==> src/rtl/nibble_serial_adder_ctrl.sv <==
// ============================================================================
// Module      : nibble_serial_adder_ctrl
// Description : Multi-nibble add/subtract sequencer that reuses one 4-bit
//               ripple-carry adder, LSB nibble first, with valid/ready I/O.
// Revision    : 1.0 - initial release
// ============================================================================
`default_nettype none

module ripple_carry_adder_4bit (
   input  logic [3:0] a_i,
   input  logic [3:0] b_i,
   input  logic       cin_i,
   output logic [3:0] sum_o,
   output logic       cout_o
);
   logic [4:0] w_c;

   assign w_c[0] = cin_i;

   generate
      for (genvar i = 0; i < 4; i++) begin : g_bit
         assign sum_o[i]   = a_i[i] ^ b_i[i] ^ w_c[i];
         assign w_c[i + 1] = (a_i[i] & b_i[i]) | (w_c[i] & (a_i[i] ^ b_i[i]));
      end
   endgenerate

   assign cout_o = w_c[4];
endmodule

module nibble_serial_adder_ctrl #(
   parameter int NIBBLES = 4
) (
   input  logic                 clk,
   input  logic                 rst_n,
   input  logic                 in_valid_i,
   output logic                 in_ready_o,
   input  logic [4*NIBBLES-1:0] in_a_i,
   input  logic [4*NIBBLES-1:0] in_b_i,
   input  logic                 in_cin_i,
   input  logic                 in_sub_i,
   output logic                 out_valid_o,
   input  logic                 out_ready_i,
   output logic [4*NIBBLES-1:0] out_sum_o,
   output logic                 out_cout_o,
   output logic                 out_ovf_o
);
   localparam int W     = 4 * NIBBLES;
   localparam int IDX_W = (NIBBLES > 1) ? $clog2(NIBBLES) : 1;
   localparam logic [IDX_W-1:0] C_LAST_IDX = IDX_W'(NIBBLES - 1);

   typedef enum logic [1:0] {
      S_IDLE = 2'd0,
      S_RUN  = 2'd1,
      S_DONE = 2'd2
   } state_t;

   state_t           state_q, state_d;
   logic [IDX_W-1:0] idx_q, idx_d;
   logic [W-1:0]     a_q, a_d;
   logic [W-1:0]     b_q, b_d;
   logic             carry_q, carry_d;
   logic [W-1:0]     sum_q, sum_d;
   logic             cout_q, cout_d;
   logic             ovf_q, ovf_d;

   logic [3:0]       w_a_nib;
   logic [3:0]       w_b_nib;
   logic [3:0]       w_sum_nib;
   logic             w_cout;

   always_comb begin
      w_a_nib = '0;
      w_b_nib = '0;
      for (int i = 0; i < NIBBLES; i++) begin
         if (idx_q == IDX_W'(i)) begin
            w_a_nib = a_q[4*i +: 4];
            w_b_nib = b_q[4*i +: 4];
         end
      end
   end

   ripple_carry_adder_4bit u_adder (
      .a_i    (w_a_nib),
      .b_i    (w_b_nib),
      .cin_i  (carry_q),
      .sum_o  (w_sum_nib),
      .cout_o (w_cout)
   );

   always_ff @(posedge clk or negedge rst_n) begin
      if (!rst_n) begin
         state_q <= S_IDLE;
         idx_q   <= '0;
         a_q     <= '0;
         b_q     <= '0;
         carry_q <= 1'b0;
         sum_q   <= '0;
         cout_q  <= 1'b0;
         ovf_q   <= 1'b0;
      end else begin
         state_q <= state_d;
         idx_q   <= idx_d;
         a_q     <= a_d;
         b_q     <= b_d;
         carry_q <= carry_d;
         sum_q   <= sum_d;
         cout_q  <= cout_d;
         ovf_q   <= ovf_d;
      end
   end

   always_comb begin
      state_d = state_q;
      idx_d   = idx_q;
      a_d     = a_q;
      b_d     = b_q;
      carry_d = carry_q;
      sum_d   = sum_q;
      cout_d  = cout_q;
      ovf_d   = ovf_q;

      case (state_q)
         S_IDLE: begin
            if (in_valid_i) begin
               // Subtract is A + ~B + 1: invert B once here, seed carry with 1.
               a_d     = in_a_i;
               b_d     = in_sub_i ? ~in_b_i : in_b_i;
               carry_d = in_sub_i ? 1'b1 : in_cin_i;
               idx_d   = '0;
               state_d = S_RUN;
            end
         end

         S_RUN: begin
            for (int i = 0; i < NIBBLES; i++) begin
               if (idx_q == IDX_W'(i)) begin
                  sum_d[4*i +: 4] = w_sum_nib;
               end
            end
            carry_d = w_cout;
            idx_d   = idx_q + IDX_W'(1);
            if (idx_q == C_LAST_IDX) begin
               cout_d  = w_cout;
               ovf_d   = (a_q[W-1] == b_q[W-1]) && (w_sum_nib[3] != a_q[W-1]);
               idx_d   = '0;
               state_d = S_DONE;
            end
         end

         S_DONE: begin
            if (out_ready_i) begin
               state_d = S_IDLE;
            end
         end

         default: begin
            state_d = S_IDLE;
            idx_d   = '0;
         end
      endcase
   end

   assign in_ready_o  = (state_q == S_IDLE);
   assign out_valid_o = (state_q == S_DONE);
   assign out_sum_o   = sum_q;
   assign out_cout_o  = cout_q;
   assign out_ovf_o   = ovf_q;
endmodule

`default_nettype wire

==> config.mk <==
export PLATFORM = sky130hd
export DESIGN_NAME = nibble_serial_adder_ctrl
export DESIGN_NICKNAME = d
export VERILOG_FILES = /design/src/rtl/nibble_serial_adder_ctrl.sv
export SDC_FILE = /design/constraint.sdc
export NUM_CORES = 1
export LEC_CHECK = 0
export BUFFER_PORTS_ARGS = -buffer_cell sky130_fd_sc_hd__buf_2
export CORE_MARGIN = 5
export CORE_UTILIZATION = 49
export CTS_BUF_LIST = sky130_fd_sc_hd__clkbuf_8 sky130_fd_sc_hd__clkbuf_16
export DETAILED_ROUTE_END_ITERATION = 12
export GPL_ROUTABILITY_DRIVEN = 0
export HOLD_SLACK_MARGIN = 0.02
export MAX_ROUTING_LAYER = met4
export PLACE_DENSITY = 0.8
export SLEW_MARGIN = 20
export SYNTH_ARGS = -nofsm -noshare
export SYNTH_HDL_FRONTEND = slang
export SYNTH_HIERARCHICAL = 1
export SYNTH_SLANG_ARGS = --single-unit
export TNS_END_PERCENT = 20
==> constraint.sdc <==
create_clock -name clk -period 3.7 [get_ports clk]
set_clock_uncertainty 0.1 [all_clocks]
set_input_delay 0.555 -clock clk [delete_from_list [all_inputs] [get_ports clk]]
set_output_delay 0.555 -clock clk [all_outputs]
set_load 0.01 [all_outputs]
==> out/summary.txt <==
=================================================================================
Run status                                                           finished, final reports clean
Via count of the first global-routing pass                                   1993
First-pass iteration count of the detailed router                               4
Number of vias per cell                                                      5.03
Most used DFF post-synth                                                  dfrtp_1
DRC violation total after the first TritonRoute iteration                      95
I/O pin count                                                                  58
Synthesized cell area                                                    2700 µm²
Die height                                                                84.2 µm
Count of endpoints failing hold in the final timing report                      0
Top achievable clock speed                                                291 MHz
Master of the slowest instance on the critical path                          fa_1
Max-Cap Viols                                                                   0
Worst Tran Pin Value                                                       515 ps
Core Box Area                                                            5440 µm²
EDFF count, synth                                                               0
Max-slew headroom at the worst pin                                          65.7%
Tot GR Track Use                                                            16.7%
Highest net fanout along the worst path                                         7
Layout Nets                                                                   345
Data required time of the critical path                                   3790 ps
Critical Path Start Type                                                 register
Sequential area share after synthesis                                       51.0%
Worst hold slack                                                           103 ps
Largest vdd supply drop                                                  0.414 mV
Power per Cell Area                                                    962 nW/µm²
Horizontal extent of the die                                              84.2 µm
Number of distinct library cells after synthesis                               27
Number of sinks handled by clock tree synthesis                                55
Critical Path Most Common Cell                                              inv_1
TritonCTS clock tree                                                          yes
Synthesized net count                                                         289
Avg Synthesized Cell Area                                                11.1 µm²
Starting density of the core                                                49.6%
Critical setup path kind                                             register to register
Post-route antenna net violation count                                          0
Total power consumption of the routed design                              3.00 mW
Crit path max-delay family                                            adder cells
Area leader, netlist                                                      dfrtp_1
Routed wire length                                                        5310 µm
Layout-stage area growth over the synthesis result                          15.8%
Maximum count of clock buffers along a single path                              2
Leakage power of the design                                               1.46 nW
Highest cell delay on the worst timing path                                420 ps
Number of buffers added by the clock tree synthesis step                        5
Average wire per standard cell                                            14.3 µm
Total vias in the final route                                                1871
Initial antenna violation count                                                 0
Count of H-tree levels built during CTS                                         2
Clock Latency Late Sink                                                    310 ps
Count of antenna diodes in the layout                                           0
Data arrival at the endpoint of the critical path                         3520 ps
Top-area cell type share of the netlist area                                51.0%
Total count of max-transition violations in the final report                    0
Ratio of cells with drive above 1 in the final layout                       31.7%
Capturing element type of the critical path                              register
Wire length of the first global-routing pass                              9270 µm
Post-Syn Instances                                                            243
Crit path buf inv count                                                         5
Post-route clock period utilization                                         92.8%
Row count                                                                      27
Summed negative setup slack over all endpoints                               0 ps
DP HPWL                                                                   4040 µm
Tightest Hold Check Type                                             input pin to asynchronous set/reset pin
Number of design rule violations left after detail routing                      0
Top area cells in the synthesized netlist                            dfrtp_1, mux2_2, a21oi_1
Fraction of synthesis flops using an asynchronous set or reset pin           100%
Setup repair after global routing missed its margin                         false
# fillers                                                                     480
Seq cells post-synth                                                           55
Count of buffers from port buffering                                           57
Clock period minus worst slack                                            3430 ps
Clock-pin transition on the worst setup and hold timing paths              100 ps
Pin count of the biggest net entering global routing                           52
Total of hold buffers inserted after clock tree synthesis                       0
Number of warnings printed during yosys synthesis                               6
Global route overflow                                                           0
Buffer cell driving the clock tree root                                  clkbuf_8
Final setup violation count                                                     0
Die footprint                                                            7090 µm²
Ordered cell list for the critical path                              inv_1 > ha_1 > nand2_1 > o21ai_0 > a22o_1 > fa_1 > inv_1 > fa_1 > inv_1 > fa_1 > inv_1 > fa_1 > inv_1 > and3b_1 > a21oi_1 > o21ai_0
=================================================================================
[cells in the mapped netlist (6+ instances only)]
cell,instances
mux2_1,11
inv_1,19
a22o_1,7
mux2_2,20
nand2_1,17
dfrtp_1,55
xnor2_1,14
buf_2,6
a21oi_1,26
nor2_1,20
o21ai_0,12
[metrics by stage]
stage	utilization, %	setup slack (ps)	area, µm²	std cells
3_5_place_dp	55.6	184	3020	363
4_1_cts	57.1	170	3110	371
3_3_place_gp	55.6	288	3020	363
6_report	57.4	267	3120	372
2_1_floorplan	-	251	2700	243
5_1_grt	57.4	23.4	3120	372
[cell type report]
class                           count  area (µm²)  area share, %
Clock buffer                        5        68.8           2.20
Inverter                           19        71.3           2.28
Tap cell                           72        90.1           2.88
Sequential cell                    55        1380           44.1
Clock inverter                      3        16.3          0.521
Timing Repair Buffer               63         330           10.6
Multi-Input combinational cell    155        1170           37.5
[power by group]
part           leakage [nW]  switching [mW]  internal (mW)
combinational         0.765           0.833          0.750
sequential            0.646           0.192          0.910
clock                0.0453           0.190          0.130
[state kept, by name, summed over array words and instances, names as in the netlist]
signal and flops:
idx_q 2, b_q 16, carry_q 1, out_cout_o 1, state_q 2, a_q 16
out_sum_o 16, out_ovf_o 1
[routing by layer]
layer / GRT usage (%) / up-vias / part of all wire (%)
met5: - / - / 0
met4: 3.95 / 0 / 1.2
met3: 4.42 / 7 / 6.5
met2: 26.0 / 59 / 45
met1: 22.1 / 875 / 47
li1: - / 930 / -
[worst paths after layout]
| kind | startpoint | endpoint | slack [ps] | cells after the start |
|---|---|---|---|---|
| setup / recovery | idx_q[0] | out_ovf_o | 270 | 16 |
| hold / removal | rst_n | out_sum_o[0] | 100 | 1 |
| setup reg to reg | idx_q[0] | out_ovf_o | 270 | 16 |
| hold reg to reg | out_ovf_o | out_ovf_o | 400 | 2 |
| max in group asynchronous | rst_n | b_q[9] | 2610 | 2 |
| min in group clk | out_ready_i | state_q[1] | 310 | 2 |
[cells in the final DEF, fill, tap and decap left out]
cell type,n
a21oi_1,26
a221oi_1,3
a22o_1,7
a22oi_1,1
a2bb2oi_1,1
and3b_1,1
buf_2,57
buf_4,6
clkbuf_8,5
clkinv_2,1
clkinvlp_4,1
dfrtp_1,55
fa_1,4
ha_1,1
ha_2,3
inv_1,20
mux2_1,11
mux2_2,20
nand2_1,17
nand2b_1,1
nand3b_1,1
nor2_1,20
nor2b_1,4
nor2b_4,1
nor3b_4,1
o21ai_0,12
o31ai_1,4
xnor2_1,14
xor2_1,2
[cells by family after synthesis]
group | synth area share [%]
fa+ha+maj | 4.83
buf+inv | 5.85
mux | 12.9
compound gates | 12.0
flops | 51.0
simple gates | 8.12
xor+xnor | 5.20
[repair_timing]
action,4_1_cts,5_1_grt
setup endpoints to repair,0,1
resized for setup,0,3
buffers inserted,0,1
No activity file was read; power rests on OpenSTA's default activity.
